## src/rtl/pulse_handshake_tx.sv

```systemverilog
`timescale 1ns/1ps
// pulse_handshake_tx
//
// Initiator side of a four-phase req/ack crossing. A one-cycle strobe with a
// data word in the outclk domain becomes a level request (req_out) to a
// slower or unrelated domain. The word is held on data_out while the request
// is up, and the request is released once the far side's acknowledge has been
// synchronized back. Strobes that arrive while a handshake is in flight are
// reported on dropped and never queued or overwritten.
//
// Ports:
//   outclk      in   fast clock; all state lives in this domain
//   reset       in   synchronous, active-high
//   pulse_in    in   one-cycle request strobe
//   data_in     in   DATA_W word captured with an accepted strobe
//   ack_async   in   acknowledge from the far domain (asynchronous)
//   req_out     out  registered level request to the far domain
//   data_out    out  registered data, stable while req_out is high
//   busy        out  high whenever pulse_in would not be accepted
//   done        out  one-cycle pulse when a handshake completes
//   dropped     out  one-cycle pulse when a strobe is rejected
//   timeout_err out  sticky timeout-abort flag, cleared only by reset
module pulse_handshake_tx #(
  parameter int DATA_W      = 8,
  parameter int SYNC_STAGES = 2,
  parameter int TIMEOUT_CYC = 1024
) (
  input  logic              outclk,
  input  logic              reset,
  input  logic              pulse_in,
  input  logic [DATA_W-1:0] data_in,
  input  logic              ack_async,
  output logic              req_out,
  output logic [DATA_W-1:0] data_out,
  output logic              busy,
  output logic              done,
  output logic              dropped,
  output logic              timeout_err
);

  typedef enum logic [1:0] {
    ST_IDLE    = 2'd0,
    ST_REQ     = 2'd1,
    ST_RELEASE = 2'd2
  } state_t;

  // A zero TIMEOUT_CYC disables the abort; the compare value is then unused.
  localparam bit          TIMEOUT_EN   = (TIMEOUT_CYC != 0);
  localparam logic [15:0] TIMEOUT_LAST = 16'(TIMEOUT_CYC - 1);

  state_t                  state_r;
  state_t                  state_s;
  logic [SYNC_STAGES-1:0]  ack_sync_r;
  logic                    ack_sync_s;
  logic [15:0]             cnt_r;
  logic [15:0]             cnt_s;
  logic                    req_s;
  logic [DATA_W-1:0]       data_s;
  logic                    busy_s;
  logic                    done_s;
  logic                    dropped_s;
  logic                    timeout_err_s;

  // Acknowledge synchronizer: ack_async enters at bit 0, ack_sync is the last flop.
  always_ff @(posedge outclk) begin
    if (reset) begin
      ack_sync_r <= '0;
    end else begin
      ack_sync_r <= {ack_sync_r[SYNC_STAGES-2:0], ack_async};
    end
  end

  assign ack_sync_s = ack_sync_r[SYNC_STAGES-1];

  // Next-state and next-output logic of the handshake FSM.
  always_comb begin
    state_s       = state_r;
    req_s         = req_out;
    data_s        = data_out;
    cnt_s         = cnt_r;
    timeout_err_s = timeout_err;
    done_s        = 1'b0;
    busy_s        = 1'b1;
    case (state_r)
      ST_IDLE: begin
        // A stale high acknowledge (e.g. after a reset mid-handshake) must
        // drain before a new request may be raised.
        busy_s = ack_sync_s;
        if (pulse_in && !ack_sync_s) begin
          data_s  = data_in;
          req_s   = 1'b1;
          cnt_s   = 16'd0;
          state_s = ST_REQ;
        end else begin
          state_s = ST_IDLE;
        end
      end
      ST_REQ: begin
        if (ack_sync_s) begin
          req_s   = 1'b0;
          state_s = ST_RELEASE;
        end else if (TIMEOUT_EN && (cnt_r == TIMEOUT_LAST)) begin
          // Abort: drop the request and wait for the far side to be low
          // like a normal release, so done still closes the transaction.
          req_s         = 1'b0;
          timeout_err_s = 1'b1;
          state_s       = ST_RELEASE;
        end else begin
          cnt_s = cnt_r + 16'd1;
        end
      end
      ST_RELEASE: begin
        if (!ack_sync_s) begin
          done_s  = 1'b1;
          state_s = ST_IDLE;
        end else begin
          state_s = ST_RELEASE;
        end
      end
      default: begin
        req_s   = 1'b0;
        state_s = ST_IDLE;
      end
    endcase
    dropped_s = pulse_in && busy_s;
  end

  // FSM state, counter and registered outputs.
  always_ff @(posedge outclk) begin
    if (reset) begin
      state_r     <= ST_IDLE;
      cnt_r       <= 16'd0;
      req_out     <= 1'b0;
      data_out    <= '0;
      done        <= 1'b0;
      dropped     <= 1'b0;
      timeout_err <= 1'b0;
    end else begin
      state_r     <= state_s;
      cnt_r       <= cnt_s;
      req_out     <= req_s;
      data_out    <= data_s;
      done        <= done_s;
      dropped     <= dropped_s;
      timeout_err <= timeout_err_s;
    end
  end

  // busy is derived only from registered state, so it moves with the clock.
  assign busy = busy_s;

endmodule

```

## config.mk

```make
export PLATFORM = sky130hd
export DESIGN_NAME = pulse_handshake_tx
export DESIGN_NICKNAME = d
export VERILOG_FILES = /design/src/rtl/pulse_handshake_tx.sv
export SDC_FILE = /design/constraint.sdc
export NUM_CORES = 1
export LEC_CHECK = 0
export ABC_CLOCK_PERIOD_IN_PS = 3100
export CORE_UTILIZATION = 43
export DETAILED_ROUTE_END_ITERATION = 10
export HOLD_SLACK_MARGIN = 0.02
export MAX_ROUTING_LAYER = met4
export PLACE_DENSITY_LB_ADDON = 0.15
export SLEW_MARGIN = 20
export SYNTH_ARGS = -nofsm -noshare
export SYNTH_HDL_FRONTEND = slang
export SYNTH_SLANG_ARGS = --single-unit
```

## constraint.sdc

```tcl
create_clock -name outclk -period 3.1 [get_ports outclk]
set_clock_uncertainty 0.1 [all_clocks]
set_input_delay 0.62 -clock outclk [delete_from_list [all_inputs] [get_ports outclk]]
set_output_delay 0.62 -clock outclk [all_outputs]
set_load 0.005 [all_outputs]
```

==> qor.csv <==
metric,value,unit
dr.max_layer_used,met4,
start_util,45.9,%
worst_pin_slew,0.585,ns
ys_async_sr_fraction,0,%
drive_above_1_share,11.4,%
n_antenna_cell,0,
hold_viol,0,
avgSynthCellArea,8.28,um2
portBuffers,24,
die-height,62.2,um
gp_congestion,0.919,
synth-edff-count,0,
globalRouteOverflowTotal,0,
grt_pass1_wl,6.20,mm
p_per_area,452,nW/um2
postRouteAntennaNets,0,
power_frac_comb,12.8,%
cts_buffer_depth,2,
path_max_fanout,8,
clkPwrFrac,36.6,%
globalRouteTotalUtil,21.0,%
switching_share,24.7,%
rsz0062_at_grt,false,
rr_worst_depth,6,
routed_wl,3.68,mm
cts_tree,yes,
post-route-drc-count,0,
numCtsBuffers,5,
holdPathStages,1,
synth_seq_cells,32,
ys_seq_area_share,41.2,%
power_frac_seq,50.6,%
synthToLayoutAreaGrowth,21.5,%
drv_cap,0,
layout_common_cells,"dfxtp_1 (32), clkdlybuf4s50_1 (24), a21oi_1 (22), nand2_1 (22), nand3_1 (13)",
synthesis.instances,188,
cts-hold-fix-buffers,0,
drtIter0Drc,101,
critical_path_arrival,1.59,ns
hold_slack,0.359,ns
hold_path.class,reg2reg,
pin_count,25,
post_cts_resize_count,0,
clk_root_buffer_cell,clkbuf_4,
synthesis.area,1560,um2
die-area,3860,um2
crit_path_start_kind,register,
clkSinkCount,32,
layout_commonest_cell,dfxtp_1,
min_period,2.31,ns
clk_latency,0.35,ns
vias_per_cell,5.83,
vias,1498,
cts.reportedPaths.clkPinSlew,0.10,ns
wl_met3,280,um
cts_setup_buffers,0,
wl_met1,1.56,mm
crit_required,2.38,ns
multi_input_area,835,um2
status,completed,
grt_pass1_vias,1394,
slew_viol_final,0,
wl_met2,1.79,mm
yosys_warnings,0,
worst_ir_drop_vdd,238,uV
leakage,0.604,nW
final_nets,223,
final_util,55.8,%
nFillCells,317,
switchingPower,0.212,mW
firstDrtPassIters,4,
slew_headroom,61.0,%
grt_max_degree,17,
regArea,641,um2
fin_crit_sh,74.6,%
fin_setup_tns,0,ns
hpwl,2.62,mm
max_freq,0.432,GHz
syn-num-nets,201,
antenna_found_initial,0,
synth_cell_types,45,
wl_per_cell,14.3,um
htree_levels,2,
core_area,3390,um2
synth_flop_cell,dfxtp_1,
intPower,0.643,mW
crit_type,reg2out,
setup_violations,0,
worstSetupEndpointType,primary output,
die_x,62.2,um
row_count,21,
-- path summary, 6_finish.rpt --
| path | endpoint | start | slack (ns) |
|---|---|---|---|
| setup reg to reg | cnt_r[7] | cnt_r[0] | 1.14 |
| hold reg to reg | ack_sync_r[1] | ack_sync_r[0] | 0.36 |
| hold / removal | ack_sync_r[1] | ack_sync_r[0] | 0.36 |
| setup / recovery | busy | state_r[0] | 0.79 |
-- cells in the mapped netlist (2+ instances only) --
library cell  count  area share, %
nand3_1          13            4.2
o21ai_0           3           0.96
o311ai_1          4            2.3
dfxtp_1          32             41
nor2_1           10            2.4
nand2_1          22            5.3
or2_2             2           0.80
or3_1             2           0.80
a31oi_1           4            1.6
or4_1             4            1.9
nor4_1            3            1.2
a311oi_1          3            1.7
nand2b_1          3            1.2
and4_1            2            1.1
nand3b_1          3            1.4
o21ai_1           3           0.96
buf_2             5            1.6
nand4_1           4            1.6
and3_1            2           0.80
inv_1             5            1.2
a21oi_1          22            7.1
clkbuf_1          4           0.96
nor3_1            8            2.6
nor2b_1           2           0.80
nand4b_1          3            1.7
-- registers in the layout, indices dropped and copies added (netlist names) --
register and count:
cnt_r 16, data_out 8, ack_sync_r 2, state_r 2, done 1, dropped 1, req_out 1, timeout_err 1
-- kinds of logic after synthesis --
logic type	count (synthesis)	share of synthesized area, %
AOI/OAI and AO/OA	43	17.1
adders and majority gates	1	0.804
buffers and inverters	17	5.22
DFF	32	41.2
and+or+nand+nor	95	35.7
-- critical path, cell delays in order, from the launching register on --
cell and delay [ns]:
dfxtp_1 0.40, or3_1 0.40, clkdlybuf4s50_1 0.45
-- layer usage --
| metal | track usage, % | vias up |
|---|---|---|
| li1 | - | 738 |
| met1 | 24.4 | 688 |
| met2 | 34.2 | 64 |
| met3 | 6.80 | 8 |
| met4 | 6.98 | 0 |
| met5 | - | - |
-- power by group through the flow --
stage / clock, mW / sequential [mW] / combinational (mW)
final: 0.313 / 0.433 / 0.109
after global routing: 0.342 / 0.436 / 0.119
after CTS: 0.318 / 0.433 / 0.109
after detailed placement: 0 / 0.443 / 0.109
after global placement: 0 / 0.442 / 0.106
after floorplan: 0 / 0.441 / 0.0616
-- metrics by stage --
step	total power, mW	setup WS, ns	cells	area, um2
after floorplan	0.502	1.33	188	1560
after global placement	0.548	0.696	249	1810
after detailed placement	0.551	0.612	249	1810
after CTS	0.861	0.765	257	1890
after global routing	0.896	0.668	257	1890
final	0.855	0.786	257	1890
-- final cells by class --
cell class,instances,share of cell area [%]
clock buffer,6,2.18
clock inverter,2,1.85
timing repair buffer,27,13.9
tap,46,3.04
sequential,32,33.9
multi-input combinational,139,44.1
inverter,5,0.993
(Power assumes the default switching activity.)
